### config.mk
export PLATFORM = sky130hd
export DESIGN_NAME = mpeg_gray_ptr_fifo
export DESIGN_NICKNAME = d
export VERILOG_FILES = /design/src/rtl/mpeg_gray_ptr_fifo_pkg.sv /design/src/rtl/mpeg_gray_ptr_fifo_b2g.sv /design/src/rtl/mpeg_gray_ptr_fifo.sv
export SDC_FILE = /design/constraint.sdc
export NUM_CORES = 1
export LEC_CHECK = 0
export CAP_MARGIN = 30
export CORE_ASPECT_RATIO = 0.6
export CORE_MARGIN = 2
export CORE_UTILIZATION = 54
export CTS_CLUSTER_DIAMETER = 150
export DETAILED_ROUTE_END_ITERATION = 8
export GPL_TIMING_DRIVEN = 1
export PLACE_DENSITY = 0.76
export SYNTH_ARGS = -nofsm -noshare
export SYNTH_HDL_FRONTEND = slang
export SYNTH_SLANG_ARGS = --single-unit
### constraint.sdc
create_clock -name clk -period 3.69 [get_ports clk]
set_clock_uncertainty 0.05 [all_clocks]
set_input_delay 1.107 -clock clk [delete_from_list [all_inputs] [get_ports clk]]
set_output_delay 1.107 -clock clk [all_outputs]
set_load 0.005 [all_outputs]
### src/rtl/mpeg_gray_ptr_fifo_pkg.sv
// Shared utilities for the MPEG Gray-pointer FIFO: byte reversal for
// big-endian stream words and small bit-mask / Gray helpers.
package mpeg_gray_ptr_fifo_pkg;

    // Reverse the byte order of a 32-bit word (big-endian <-> little-endian).
    function automatic logic [31:0] byte_reverse(input logic [31:0] w);
        return {w[7:0], w[15:8], w[23:16], w[31:24]};
    endfunction

    // Mask with the n least significant bits set (n clipped to 32).
    function automatic logic [31:0] ones_mask(input int unsigned n);
        logic [31:0] m;
        m = '0;
        for (int unsigned i = 0; i < 32; i++) begin
            if (i < n) m[i] = 1'b1;
        end
        return m;
    endfunction

endpackage

### src/rtl/mpeg_gray_ptr_fifo_b2g.sv
// Binary to reflected-Gray converter used on the FIFO's next-pointer values.
module b2g_converter #(
    parameter int WIDTH = 5
) (
    input  logic [WIDTH-1:0] i_bin,
    output logic [WIDTH-1:0] o_gray
);

    // Adjacent binary values map to codes that differ in exactly one bit.
    assign o_gray = i_bin ^ (i_bin >> 1);

endmodule

### src/rtl/mpeg_gray_ptr_fifo.sv
// Single-clock first-word-fall-through FIFO with registered Gray pointers
// exported for a downstream clock-domain-crossing stage.
//
// Handshake: a write happens on a cycle where wr_valid && wr_ready, a read
// on a cycle where rd_valid && rd_ready; neither side's ready/valid depends
// combinationally on the other side's valid/ready, and flush or reset in the
// same cycle cancels both transfers.
module mpeg_gray_ptr_fifo
    import mpeg_gray_ptr_fifo_pkg::*;
#(
    parameter int WIDTH      = 32,
    parameter int DEPTH_LOG2 = 4,
    parameter int SWAP_BYTES = 0,
    parameter int AF_MARGIN  = 2
) (
    input  logic                  clk,
    input  logic                  reset,
    input  logic                  flush,
    input  logic                  wr_valid,
    output logic                  wr_ready,
    input  logic [WIDTH-1:0]      wr_data,
    output logic                  rd_valid,
    input  logic                  rd_ready,
    output logic [WIDTH-1:0]      rd_data,
    output logic [DEPTH_LOG2:0]   level,
    output logic                  almost_full,
    output logic [DEPTH_LOG2:0]   wr_ptr_gray,
    output logic [DEPTH_LOG2:0]   rd_ptr_gray
);

    localparam int PW    = DEPTH_LOG2 + 1;
    localparam int DEPTH = 1 << DEPTH_LOG2;
    localparam logic [PW-1:0] AF_THRESH = PW'(DEPTH - AF_MARGIN);

    // Reject parameter combinations the datapath cannot honour.
    if (SWAP_BYTES == 1 && WIDTH != 32) begin : g_bad_swap_width
        $error("mpeg_gray_ptr_fifo: SWAP_BYTES=1 requires WIDTH=32");
    end
    if (AF_MARGIN > DEPTH) begin : g_bad_af_margin
        $error("mpeg_gray_ptr_fifo: AF_MARGIN must not exceed DEPTH");
    end

    logic [WIDTH-1:0] r_mem [DEPTH];
    logic [PW-1:0]    r_wr_ptr;
    logic [PW-1:0]    r_rd_ptr;
    logic [PW-1:0]    r_wr_gray;
    logic [PW-1:0]    r_rd_gray;

    logic             w_empty;
    logic             w_full;
    logic             w_wr_fire;
    logic             w_rd_fire;
    logic             w_clear;
    logic [PW-1:0]    w_wr_ptr_nxt;
    logic [PW-1:0]    w_rd_ptr_nxt;
    logic [PW-1:0]    w_wr_gray_nxt;
    logic [PW-1:0]    w_rd_gray_nxt;
    logic [WIDTH-1:0] w_store_data;

    // Lap bit (MSB) separates "same slot, full" from "same slot, empty".
    assign w_empty   = (r_wr_ptr == r_rd_ptr);
    assign w_full    = (r_wr_ptr[PW-1] != r_rd_ptr[PW-1]) &&
                       (r_wr_ptr[PW-2:0] == r_rd_ptr[PW-2:0]);
    assign w_clear   = reset || flush;
    assign w_wr_fire = wr_valid && !w_full && !w_clear;
    assign w_rd_fire = rd_ready && !w_empty && !w_clear;

    assign w_wr_ptr_nxt = w_wr_fire ? (r_wr_ptr + PW'(1)) : r_wr_ptr;
    assign w_rd_ptr_nxt = w_rd_fire ? (r_rd_ptr + PW'(1)) : r_rd_ptr;

    // Gray codes are computed from the next pointer so the registered Gray
    // value changes in the same cycle as its binary pointer.
    b2g_converter #(.WIDTH(PW)) u_wr_b2g (
        .i_bin  (w_wr_ptr_nxt),
        .o_gray (w_wr_gray_nxt)
    );

    b2g_converter #(.WIDTH(PW)) u_rd_b2g (
        .i_bin  (w_rd_ptr_nxt),
        .o_gray (w_rd_gray_nxt)
    );

    if (SWAP_BYTES == 1) begin : g_swap
        assign w_store_data = WIDTH'(byte_reverse(32'(wr_data)));
    end else begin : g_noswap
        assign w_store_data = wr_data;
    end

    // Pointer and Gray pointer registers; reset and flush both return to 0.
    always_ff @(posedge clk) begin
        if (w_clear) begin
            r_wr_ptr  <= '0;
            r_rd_ptr  <= '0;
            r_wr_gray <= '0;
            r_rd_gray <= '0;
        end else begin
            r_wr_ptr  <= w_wr_ptr_nxt;
            r_rd_ptr  <= w_rd_ptr_nxt;
            r_wr_gray <= w_wr_gray_nxt;
            r_rd_gray <= w_rd_gray_nxt;
        end
    end

    // Storage array, left unreset so it maps onto distributed RAM.
    always_ff @(posedge clk) begin
        if (w_wr_fire) begin
            r_mem[r_wr_ptr[PW-2:0]] <= w_store_data;
        end
    end

    assign wr_ready    = !w_full;
    assign rd_valid    = !w_empty;
    assign rd_data     = r_mem[r_rd_ptr[PW-2:0]];
    assign level       = r_wr_ptr - r_rd_ptr;
    assign almost_full = (level >= AF_THRESH);
    assign wr_ptr_gray = r_wr_gray;
    assign rd_ptr_gray = r_rd_gray;

endmodule

==> run metrics <==
Worst Setup SP r_rd_ptr[0]$_SDFF_PP0_; Area after DPL around 22000 µm²; count of non-filler cells in the finished layout 1607; IO Port Bufs 86; Initial Utilization 0.5468; Worst Tran Pin Value 0.7861 ns; ratio of cells with drive above 1 in the final layout 0.3532; maximum vdd drop between 0.0003 and 0.0004 V; kind of critical path flip-flop to primary output; num ports 87; nets@finish 1102; via count about 10000; Final Power 11.99 mW; setup TNS -0.6875 ns; vias in the first global route 10350; most frequent cell after synthesis edfxtp_1; register-to-register setup slack around 0.92 ns; Post-CTS Hold Fix Bufs 0; Startpoint Class flip-flop; top-area cell type share of the netlist area 0.7470; Synth Flop Type edfxtp_1; post-DR vias/cell 6.241; cell area after synthesis 20580 µm²; Syn Inst Count 874; RSZ-0062 raised after global routing true; Min-Delay Path Class flip-flop to flip-flop; Max clock buf depth 3; Worst EP required 2.53 ns; DIE HEIGHT 155.2 µm; initial antenna violation count 2; maximum fanout along the worst path 6; WL final 48020 µm; drt pass-1 iters 5; placed cells 1471; PnR worst setup slack -0.07809 ns; maximum number of pins on one net before global-route repair 45; power per cell area 482.6 nW/µm²; number of synthesized register bits 530; GRT overflow 0; Max transition margin 0.4760; Die Wd 256.0 µm; Fmax 265.4 MHz; CTS tree built; Finished Cell Area ~25000 µm²; H-tree depth 2; Ys Warns 0; Site Rows 55; run status finished, violations left; final hold violations 0; Distinct cells, synth 47; number of synthesized flops with an enable pin 512; DR WL/cell approximately 30 µm; Max-cap violations 0; gpl congestion 0.7820; commonest cells in the synthesized netlist 512 x edfxtp_1, 160 x mux4_2, 21 x clkbuf_1; post-synth top area cell edfxtp_1; placeable core area 37640 µm²; Synth async-reset ratio 0; Die Area between 30000 and 40000 µm²; clock sinks 530; CTS buffer count 46; Worst Path Arrival 2.61 ns; clk_lat worst skew 0.57 ns; CTS clk-pin slew, worst paths roughly 0.07 ns; final worst-path cycle share 1.021; FF-to-FF End r_mem[8][12]$_DFFE_PP_; Routed Antenna Nets 0; count of final max-slew check failures 0; cells taking the most area after synthesis edfxtp_1 75%, mux4_2 18%, dfxtp_1 1.8%; GRT Util Overall 0.2467; Tmin final 3.768 ns; Place WS 0.1972 ns; drt initial violations 1155; Pleak 7.806 nW; failing checks negative setup slack; Critical Path End rd_data[10]; # setup viols final 17; HPWL Detailed 22290 µm; CP endpoint kind primary output; Mean Syn Cell Area 23.55 µm²; DRC violations left 0; post-synthesis sequential area ratio 0.7645; WHS Path Cells 2; r2r worst-path depth 7; Mapped Nets 921; synth-to-layout area growth 20.66%; clock root buffer master clkbuf_16; wire length of the first global-routing pass 69660 µm; worst r2r src r_wr_ptr[2]$_SDFF_PP0_
==> worst max-delay path, cell delays in order, from the launching register on <==
cell	delay, ns
dfxtp_4	0.40
buf_12	0.15
buf_12	0.12
buf_16	0.13
mux4_2	0.56
mux4_2	0.52
buf_2	0.15
==> sequential cells by signal (all words and copies together) (netlist names) <==
signal	flops
r_mem	512
wr_ptr_gray	4
rd_ptr_gray	4
r_wr_ptr	5
r_rd_ptr	5
==> cell usage in the layout, fill, tap and decap left out, types with 3 or more instances in the layout <==
| cell type | synthesis | final |
|---|---|---|
| mux4_2 | 160 | 160 |
| mux2i_1 | 9 | 9 |
| mux2_1 | 3 | 3 |
| bufinv_16 | 0 | 8 |
| dfxtp_1 | 18 | 14 |
| clkbuf_1 | 21 | 9 |
| clkdlybuf4s50_1 | 0 | 52 |
| clkinvlp_4 | 0 | 4 |
| and4_1 | 3 | 3 |
| a21oi_1 | 6 | 5 |
| a21oi_2 | 2 | 3 |
| clkinv_1 | 0 | 8 |
| clkbuf_16 | 0 | 47 |
| buf_8 | 0 | 6 |
| buf_4 | 2 | 31 |
| buf_16 | 0 | 16 |
| and2_2 | 0 | 16 |
| nand2_1 | 16 | 16 |
| buf_2 | 10 | 28 |
| clkinv_2 | 0 | 7 |
| inv_1 | 10 | 9 |
| nor2_1 | 15 | 15 |
| or3_1 | 3 | 3 |
| edfxtp_1 | 512 | 512 |
| buf_12 | 4 | 33 |
| ha_1 | 9 | 7 |
| xnor2_1 | 11 | 10 |
| buf_6 | 4 | 8 |
==> kinds of logic after synthesis <==
logic type | count (synthesis) | share of synthesized area
AOI/OAI and AO/OA | 25 | 0.008389
xor gates and xnor gates | 15 | 0.006748
adders and majority gates | 10 | 0.006444
buffers and inverters | 55 | 0.01562
DFF | 530 | 0.7645
muxes | 172 | 0.1811
and+or+nand+nor | 67 | 0.01720
==> what timing repair did <==
| action | in CTS | in global routing |
|---|---|---|
| buffers inserted | 32 | 9 |
| gates cloned | 16 | 0 |
| pin swaps | 1 | 5 |
| endpoints found under the setup margin | 35 | 33 |
| resized for setup | 178 | 15 |
==> routing by layer <==
metal | vias to the layer above | GRT usage | part of all wire
li1 | 4077 | - | -
met1 | 5346 | 0.3497 | 0.40
met4 | 2 | 0.06126 | 0.018
met2 | 534 | 0.4054 | 0.49
met3 | 70 | 0.04643 | 0.084
met5 | - | 0 | 0.00027
==> power breakdown <==
part | internal [mW] | switching (mW) | total [mW] | leakage [nW]
logic | 0.108 | 0.142 | 0.250 | 2.29
registers | 6.60 | 0.00517 | 6.61 | 4.75
clock network | 2.92 | 2.20 | 5.13 | 0.764
==> stage by stage <==
step | hold WS [ns] | utilization
floorplan | 0.4660 | -
global placement | 0.5150 | 0.5964
detailed placement | 0.5224 | 0.5964
CTS | 0.5220 | 0.6601
global route | 0.5625 | 0.6598
finish | 0.5352 | 0.6598
==> area by class of cell <==
| cell class | count | area [µm²] |
|---|---|---|
| fillers | 2311 | 12810 |
| diodes | 1 | 2.502 |
| clock buffers | 56 | 1210 |
| multi-input cells | 289 | 4597 |
| repair buffers | 177 | 2222 |
| clock inverters | 30 | 375.4 |
| flip-flops and latches | 530 | 15750 |
| well taps | 513 | 641.9 |
| inverters | 11 | 41.29 |
==> worst min path at each step <==
stage / start / end
5_1_grt: r_rd_ptr[4]$_SDFF_PP0_ / rd_ptr_gray[3]$_SDFF_PP0_
3_5_place_dp: r_rd_ptr[4]$_SDFF_PP0_ / rd_ptr_gray[3]$_SDFF_PP0_
6_report: r_rd_ptr[4]$_SDFF_PP0_ / rd_ptr_gray[3]$_SDFF_PP0_
2_1_floorplan: r_wr_ptr[0]$_SDFF_PP0_ / wr_ptr_gray[0]$_SDFF_PP0_
3_3_place_gp: r_rd_ptr[4]$_SDFF_PP0_ / rd_ptr_gray[3]$_SDFF_PP0_
4_1_cts: r_wr_ptr[1]$_SDFF_PP0_ / r_wr_ptr[1]$_SDFF_PP0_
(Power assumes the default switching activity.)
